===== config.mk =====
export PLATFORM = sky130hd
export DESIGN_NAME = knn_vote
export DESIGN_NICKNAME = d
export VERILOG_FILES = /design/src/rtl/knn_pkg.sv /design/src/rtl/knn_sorted_list.sv /design/src/rtl/knn_vote.sv
export SDC_FILE = /design/constraint.sdc
export NUM_CORES = 1
export LEC_CHECK = 0
export BUFFER_PORTS_ARGS = -buffer_cell sky130_fd_sc_hd__buf_4
export CAP_MARGIN = 20
export CORE_MARGIN = 8
export CORE_UTILIZATION = 55
export CTS_CLUSTER_DIAMETER = 80
export DETAILED_ROUTE_END_ITERATION = 8
export PLACE_DENSITY_LB_ADDON = 0.1
export RECOVER_POWER = 25
export SYNTH_ARGS = -nofsm -noshare
export SYNTH_HDL_FRONTEND = slang
export SYNTH_SLANG_ARGS = --single-unit

===== constraint.sdc =====
create_clock -name clk -period 4.3 [get_ports clk]
set_clock_uncertainty 0.1 [all_clocks]
set_input_delay 0.86 -clock clk [delete_from_list [all_inputs] [get_ports clk]]
set_output_delay 0.86 -clock clk [all_outputs]
set_load 0.01 [all_outputs]

===== src/rtl/knn_pkg.sv =====
// Shared constants, field offsets and state encoding for the KNN vote stage.
package knn_pkg;

    localparam int KNN_K           = 3;
    localparam int KNN_NUM_CAND    = 12;
    localparam int KNN_DIST_BITS   = 8;
    localparam int KNN_LABEL_BITS  = 4;
    localparam int KNN_NUM_CLASSES = 10;

    localparam int DIST_LSB      = 0;
    localparam int RES_LABEL_LSB = 0;
    localparam int RES_CNT_LSB   = 8;
    localparam int RES_CNT_BITS  = 8;

    localparam logic [KNN_DIST_BITS-1:0]  INIT_DIST = '1;
    localparam logic [KNN_LABEL_BITS-1:0] NO_LABEL  = KNN_LABEL_BITS'(KNN_NUM_CLASSES);

    typedef enum logic [1:0] {
        COLLECT,
        VOTE,
        SEND
    } knn_state_t;

endpackage


===== src/rtl/knn_sorted_list.sv =====
// K-slot list kept in ascending distance order; stable insertion of one candidate per cycle.
module knn_sorted_list
    import knn_pkg::*;
#(
    parameter int                    K          = KNN_K,
    parameter int                    DIST_BITS  = KNN_DIST_BITS,
    parameter int                    LABEL_BITS = KNN_LABEL_BITS,
    parameter logic [DIST_BITS-1:0]  FILL_DIST  = INIT_DIST,
    parameter logic [LABEL_BITS-1:0] FILL_LABEL = NO_LABEL
)(
    input  logic                    clk,
    input  logic                    reset,
    input  logic                    clear,
    input  logic                    insert,
    input  logic [DIST_BITS-1:0]    in_dist,
    input  logic [LABEL_BITS-1:0]   in_label,
    output logic [K*DIST_BITS-1:0]  dist_flat,
    output logic [K*LABEL_BITS-1:0] label_flat
);

    logic [DIST_BITS-1:0]  dist_q    [K];
    logic [LABEL_BITS-1:0] label_q   [K];
    logic [DIST_BITS-1:0]  dist_nxt  [K];
    logic [LABEL_BITS-1:0] label_nxt [K];
    logic [K-1:0]          beats;

    // beats is monotonic over the sorted list; its first set bit is the insertion slot.
    always_comb begin
        for (int unsigned i = 0; i < K; i++) begin
            beats[i] = dist_q[i] > in_dist;
        end
        dist_nxt[0]  = beats[0] ? in_dist  : dist_q[0];
        label_nxt[0] = beats[0] ? in_label : label_q[0];
        for (int unsigned i = 1; i < K; i++) begin
            dist_nxt[i]  = dist_q[i];
            label_nxt[i] = label_q[i];
            if (beats[i]) begin
                dist_nxt[i]  = beats[i-1] ? dist_q[i-1]  : in_dist;
                label_nxt[i] = beats[i-1] ? label_q[i-1] : in_label;
            end
        end
    end

    always_ff @(posedge clk) begin
        if (reset || clear) begin
            for (int unsigned i = 0; i < K; i++) begin
                dist_q[i]  <= FILL_DIST;
                label_q[i] <= FILL_LABEL;
            end
        end else if (insert) begin
            for (int unsigned i = 0; i < K; i++) begin
                dist_q[i]  <= dist_nxt[i];
                label_q[i] <= label_nxt[i];
            end
        end
    end

    always_comb begin
        for (int unsigned i = 0; i < K; i++) begin
            dist_flat[i*DIST_BITS +: DIST_BITS]    = dist_q[i];
            label_flat[i*LABEL_BITS +: LABEL_BITS] = label_q[i];
        end
    end

endmodule


===== src/rtl/knn_vote.sv =====
// Collects NUM_CAND (distance,label) candidates, keeps the K nearest, majority-votes
// over their labels and emits one result word per test digit on an ap_vld/ap_ack stream.
module knn_vote
    import knn_pkg::*;
#(
    parameter int K           = KNN_K,
    parameter int NUM_CAND    = KNN_NUM_CAND,
    parameter int DIST_BITS   = KNN_DIST_BITS,
    parameter int LABEL_BITS  = KNN_LABEL_BITS,
    parameter int NUM_CLASSES = KNN_NUM_CLASSES
)(
    input  logic        clk,
    input  logic        reset,
    input  logic [31:0] Input_1_V_V,
    input  logic        Input_1_V_V_ap_vld,
    output logic        Input_1_V_V_ap_ack,
    output logic [31:0] Output_1_V_V,
    output logic        Output_1_V_V_ap_vld,
    input  logic        Output_1_V_V_ap_ack
);

    localparam int CNT_W = $clog2(NUM_CAND + 1);
    localparam int VC_W  = $clog2(K + 1);
    localparam int CLS_W = (NUM_CLASSES > 1) ? $clog2(NUM_CLASSES) : 1;
    localparam int IN_W  = DIST_LSB + DIST_BITS + LABEL_BITS;

    knn_state_t state, state_nxt;

    logic [CNT_W-1:0]        cand_cnt;
    logic [CLS_W-1:0]        cls_idx;
    logic [LABEL_BITS-1:0]   best_label, fin_label;
    logic [VC_W-1:0]         best_cnt, cls_cnt, fin_cnt;
    logic [31:0]             result_word;
    logic                    xfer, last_cand, last_cls, out_done;
    logic [K*DIST_BITS-1:0]  list_dist;
    logic [K*LABEL_BITS-1:0] list_label;
    logic                    unused_bits;

    assign Input_1_V_V_ap_ack  = (state == COLLECT) && !reset;
    assign Output_1_V_V_ap_vld = (state == SEND);
    assign xfer      = Input_1_V_V_ap_vld && Input_1_V_V_ap_ack;
    assign last_cand = (cand_cnt == CNT_W'(NUM_CAND - 1));
    assign last_cls  = (cls_idx == CLS_W'(NUM_CLASSES - 1));
    assign out_done  = (state == SEND) && Output_1_V_V_ap_ack;

    knn_sorted_list #(
        .K          (K),
        .DIST_BITS  (DIST_BITS),
        .LABEL_BITS (LABEL_BITS),
        .FILL_DIST  ('1),
        .FILL_LABEL (LABEL_BITS'(NUM_CLASSES))
    ) u_list (
        .clk        (clk),
        .reset      (reset),
        .clear      (out_done),
        .insert     (xfer),
        .in_dist    (Input_1_V_V[DIST_LSB +: DIST_BITS]),
        .in_label   (Input_1_V_V[DIST_LSB + DIST_BITS +: LABEL_BITS]),
        .dist_flat  (list_dist),
        .label_flat (list_label)
    );

    // Vote ordering only needs labels; distances and the upper input bits are ignored.
    assign unused_bits = ^{list_dist, Input_1_V_V[31:IN_W]};

    always_ff @(posedge clk) begin
        if (reset) begin
            state <= COLLECT;
        end else begin
            state <= state_nxt;
        end
    end

    always_comb begin
        state_nxt = state;
        case (state)
            COLLECT: if (xfer && last_cand)     state_nxt = VOTE;
            VOTE:    if (last_cls)              state_nxt = SEND;
            SEND:    if (Output_1_V_V_ap_ack)   state_nxt = COLLECT;
            default:                            state_nxt = COLLECT;
        endcase
    end

    // Labels outside 0..NUM_CLASSES-1 never match a scanned class, so they never vote.
    always_comb begin
        cls_cnt = '0;
        for (int unsigned i = 0; i < K; i++) begin
            if (list_label[i*LABEL_BITS +: LABEL_BITS] == LABEL_BITS'(cls_idx)) begin
                cls_cnt = cls_cnt + VC_W'(1);
            end
        end
        fin_label = best_label;
        fin_cnt   = best_cnt;
        if (cls_cnt > best_cnt) begin
            fin_label = LABEL_BITS'(cls_idx);
            fin_cnt   = cls_cnt;
        end
        result_word = '0;
        result_word[RES_LABEL_LSB +: LABEL_BITS]  = fin_label;
        result_word[RES_CNT_LSB +: RES_CNT_BITS]  = RES_CNT_BITS'(fin_cnt);
    end

    always_ff @(posedge clk) begin
        if (reset) begin
            cand_cnt     <= '0;
            cls_idx      <= '0;
            best_label   <= '0;
            best_cnt     <= '0;
            Output_1_V_V <= '0;
        end else begin
            if (xfer) begin
                cand_cnt <= last_cand ? '0 : cand_cnt + CNT_W'(1);
            end
            if (state == VOTE) begin
                if (last_cls) begin
                    cls_idx      <= '0;
                    best_label   <= '0;
                    best_cnt     <= '0;
                    Output_1_V_V <= result_word;
                end else begin
                    cls_idx    <= cls_idx + CLS_W'(1);
                    best_label <= fin_label;
                    best_cnt   <= fin_cnt;
                end
            end
        end
    end

endmodule


### After elaboration in Yosys (flattened, before gate mapping)

Memories as Yosys holds them, arrays and structs flattened.
Cells that the tools add are included.

| word-level totals | value |
|---|---|
| memories | 2 |
| memory bits (writable) | 36 |
| input bits | 36 |
| register bits after elaboration | 22 |
| logic and storage cells | 75 |
| output and inout port bits | 34 |

Memory list:

| memory | words | bits a word | rd ports | clocked after memory_dff | wr ports | line | source |
|---|---|---|---|---|---|---|---|
| u_list.dist_q | 3 | 8 | 3 | 0 | 3 | knn_sorted_list.sv:21 | `logic [DIST_BITS-1:0] dist_q [K];` |
| u_list.label_q | 3 | 4 | 3 | 0 | 3 | knn_sorted_list.sv:22 | `logic [LABEL_BITS-1:0] label_q [K];` |

| operators by class | value |
|---|---|
| reduce and logical (&&, ||, !) cells | 9 |
| order comparisons | 4 |
| equal/unequal tests | 10 |
| add/subtract/negate cells | 4 |
| mux-type cells | 34 |
| bitwise logic cells | 6 |

Operator list:

| kind | number |
|---|---|
| $mux W8 | 8 |
| $mux W4 | 12 |
| $gt A8 B8 Y1 | 3 |
| $mux W2 | 7 |
| $eq A4 B4 Y1 | 3 |
| $add A4 B1 Y4 const B | 2 |
| $eq A4 B4 Y1 const B | 2 |
| $mux W1 | 6 |
| $or A1 B1 Y1 | 6 |
| $pmux W2 S3 | 1 |
| $add A2 B1 Y2 const B | 2 |
| $logic_and A1 B1 Y1 | 4 |
| $ne A2 B1 Y1 const B | 2 |
| $reduce_and A3 Y1 | 1 |
| $eq A2 B1 Y1 const B | 1 |
| $eq A2 B2 Y1 const B | 1 |
| $gt A2 B2 Y1 | 1 |
| $logic_not A2 Y1 | 1 |
| $ne A2 B2 Y1 const B | 1 |
| $reduce_and A2 Y1 | 1 |
| $logic_not A1 Y1 | 1 |
| $logic_or A1 B1 Y1 | 1 |

### Depth between registers and ports, before layout

An unclocked memory read counts as a cell.

| logic depth | value |
|---|---|
| depth in word-level cells | 10 |
| mapped depth | 14 |
| mapped depth without buffers | 12 |

### Modules after synthesis

A second synthesis with hierarchy kept.

| second synthesis, totals | value |
|---|---|
| cells, all modules | 355 |
| area total of the unflattened synthesis | 3637.2 um^2 |

By module, submodules not included:

| module | cells an instance | instances | area an instance (um^2) |
|---|---|---|---|
| knn_sorted_list | 188 | 1 | 2180.8 |
| knn_vote | 167 | 1 | 1456.4 |

### Worst setup path before layout

OpenSTA, ideal clock, no wires.

| timing | value |
|---|---|
| kind | input-to-reg |
| start | in reset |
| end | mem u_list.dist_q[0][16] (netlist name), enable pin |
| required time | 3800 ps |
| arrival | 2793 ps |
| path buffers | 1 |
| stages | 4 |
| setup slack | 1006 ps |
| cells stage by stage | clkbuf_1 nor4b_1 o21ai_0 o31ai_1 |

RTL lines:

| element | line | source |
|---|---|---|
| start, declared | knn_vote.sv:13 | `input logic reset,` |
| end, declared | knn_sorted_list.sv:21 |  |

==> run summary <==
Outcome -> finished clean
Hold path endpoint -> Output_1_V_V[1]$_SDFFE_PP0P_
Antenna Diode Count -> 0
Initial antenna violation count -> 0
Yosys cell types -> 39
Residual DRC -> 0
Routed wire length -> 6560 µm
Min-Delay Startpoint -> Output_1_V_V[1]$_SDFFE_PP0P_
Clock Latency Late Sink -> 0.33 ns
Post-synth top area cell -> edfxtp_1
Antenna Nets Post-Route -> 0
Setup Buffers After CTS -> 0
Area growth from synthesis to layout -> 7.99%
Final TNS setup -> 0 ns
Core area -> 6280 µm²
Critical path type -> in -> reg
Register bit total from synthesis -> 58
Primary FF master, synth -> edfxtp_1
Hold Path Cell Cnt -> 2
Total grt overflow -> 0
Cell Rows -> 29
Sequential-to-total area share from yosys stat -> 43.4%
Tcrit/Tclk final -> 79.2%
I/O Pins -> 70
Vias in the first global route -> 2,346
Mapped Avg Cell Area -> 9.75 µm²
Worst path cell trace -> clkbuf_1 > nor4b_1 > clkbuf_1 > o21ai_0 > o31ai_2 > buf_4
Final number of hold-violating endpoints -> 0
Share of layout cells above drive strength 1 -> 9.04%
Startpoint types -> primary input
Reg2Reg Depth -> 6
GRT Total Usage -> 14.9%
Wirelength per Cell -> 14.1 µm
Largest net degree at the start of global routing -> 31
CTS Root Buffer Type -> clkbuf_8
Setup slack, reg-to-reg -> 1.26 ns
Crit-path most repeated cell -> clkbuf_1
R2r endpoint -> u_list.dist_q[0][13]$_SDFFCE_PN1P_
First-pass GRT wire length -> 10,500 µm
Max cap viols -> 0
CTS HTree Levels -> 3
Dpl hpwl -> 4890 µm
WP data arrival -> 3.34 ns
Cell Area, Synth -> 3510 µm²
Achievable Freq -> 294 MHz
Worst hold path class -> reg -> reg
PD cells -> 322 nW/µm²
Post-synth EDFFs -> 36
Crit path required time -> 4.24 ns
Non-Filler Instances -> 464
Initial Util -> 55.9%
Crit. End Element -> flop
Synth area leaders -> edfxtp_1, dfxtp_1, ha_1, mux2i_1, buf_4
Clk buf depth -> 2
GPL Wtd Cong -> 0.761
Slowest cell on crit path -> o31ai_2
Clk sinks -> 58
Worst path max stage delay -> 0.64 ns
Number of fill cells -> 579
Worst r2r src -> u_list.dist_q[0][10]$_SDFFCE_PN1P_
Num CTS Buffers -> 9
# setup viols final -> 0
Buffers added on ports -> 23
Worst-Margin Slew -> 1.10 ns
Die ar. -> 9190 µm²
Peak VDD IR -> 184 µV
Maximum fanout along the worst path -> 27
Gate Count Post-Synth -> 360
Post-synth ARST share -> 0%
CTS Hold Bufs -> 0
RSZ-0062 raised after global routing -> no
Die Wd -> 95.9 µm
Leak -> 1.53 nW
Drt pass-1 iters -> 4
CTS tree -> built
Die Y -> 95.9 µm
Max Transition Viols Final -> 0
Top cell type's share of synthesized area -> 30.8%
Vias post-DR -> 2,387
Post-CTS sizing -> 0
Placed insts -> 448
# nets final -> 448
Sequential cell area -> 1520 µm²
Fin crit period -> 3.41 ns
Vias per inst -> 5.14
Footprint of the multi-input gates -> 1720 µm²
Clock transition time at the flip-flop clock pins of the worst setup and hold paths -> 0.06 ns
Yosys warns -> 0
Initial DRC Count -> 63
Slew margin rel. -> 26.3%
critical path, delay by kind of cell:
kind            cells  cell delay, ns
simple gates        1            0.39
buf+inv             3            1.22
compound gates      2            0.86
cells in the final DEF, fill, tap and decap left out, types with 3 or more instances in the layout:
cell type and count:
xor2_1 5, o21ai_0 9, buf_4 17, dfxtp_1 22, nand2_1 23, inv_1 30
nand4_1 3, nand2b_1 4, a21oi_1 17, ha_1 30, clkbuf_8 11, edfxtp_1 36
clkbuf_1 12, a211oi_1 6, mux2i_1 28, conb_1 26, nor2b_1 7, nor3_1 4
o21ai_1 3, clkinv_2 3, xnor2_1 10, nor2_1 53, a22oi_1 5
final cells by class:
type / count / area share (%)
multi-input combinational: 256 / 45.4
clock buffer: 13 / 4.19
sequential: 58 / 40.1
tap: 77 / 2.54
inverter: 30 / 2.97
timing repair buffer: 27 / 4.36
clock inverter: 3 / 0.396
cell usage after synthesis (8+ instances only):
cell type / n
nor2_1: 53
edfxtp_1: 36
ha_1: 30
inv_1: 30
mux2i_1: 28
buf_4: 27
nand2_1: 23
dfxtp_1: 22
a21oi_1: 17
clkbuf_1: 10
xnor2_1: 10
o21ai_0: 8
worst max-delay path by stage:
stage               slack [ns]                            endpoint  depth (start not counted)           start
floorplan                 1.01  u_list.dist_q[0][16]$_SDFFCE_PN1P_                          4           reset
global placement          0.65  u_list.dist_q[0][13]$_SDFFCE_PN1P_                          8  Input_1_V_V[2]
detailed placement        0.63  u_list.dist_q[0][13]$_SDFFCE_PN1P_                          8  Input_1_V_V[2]
CTS                       0.97  u_list.dist_q[0][13]$_SDFFCE_PN1P_                          8  Input_1_V_V[2]
global route              0.69  u_list.dist_q[0][20]$_SDFFCE_PN1P_                          6           reset
finish                    0.89  u_list.dist_q[0][20]$_SDFFCE_PN1P_                          6           reset
report_power, final:
group          internal (mW)  leakage, nW  switching [mW]
Sequential             0.612        0.475         0.00949
Combinational         0.0581        0.967          0.0931
Clock                  0.238       0.0932           0.211
Total                  0.909         1.53           0.313
logic make-up (layout without fill, tap and decap cells):
family	Yosys count	count (layout)	synth area share, %
AND/OR/NAND/NOR	105	105	14.0
buffers and inverters	71	73	10.8
flip-flops	58	58	43.4
AO/OA/AOI/OAI	52	52	9.30
adder cells (fa/ha/maj)	30	30	10.7
multiplexers	28	28	7.99
XOR/XNOR	15	15	3.74
other	1	26	0.107
metal layers:
metal  share of wire (%)  wire, µm  global-route usage, %
met3                 4.6       299                   3.20
met1                  43      2830                   16.6
met5                   0         0                      0
met2                  50      3280                   25.7
met4                 2.4       155                   8.71
sequential cells by signal, summed over array words and instances, names as in the netlist:
register        flops
cand_cnt            4
best_cnt            2
Output_1_V_V        6
cls_idx             4
best_label          4
u_list.label_q     12
state               2
u_list.dist_q      24
per-stage QoR:
stage	hold slack [ns]	setup WS, ns	total power, mW	instance area [µm²]	utilization (%)
after global routing	0.423	0.690	1.27	3790	60.4
final	0.396	0.893	1.22	3790	60.4
after CTS	0.400	0.970	1.24	3830	61.1
after global placement	0.371	0.649	0.783	3660	58.3
after floorplan	0.354	1.01	0.756	3600	-
after detailed placement	0.388	0.627	0.787	3660	58.3
Note: power is estimated with default switching activity, not from simulation.
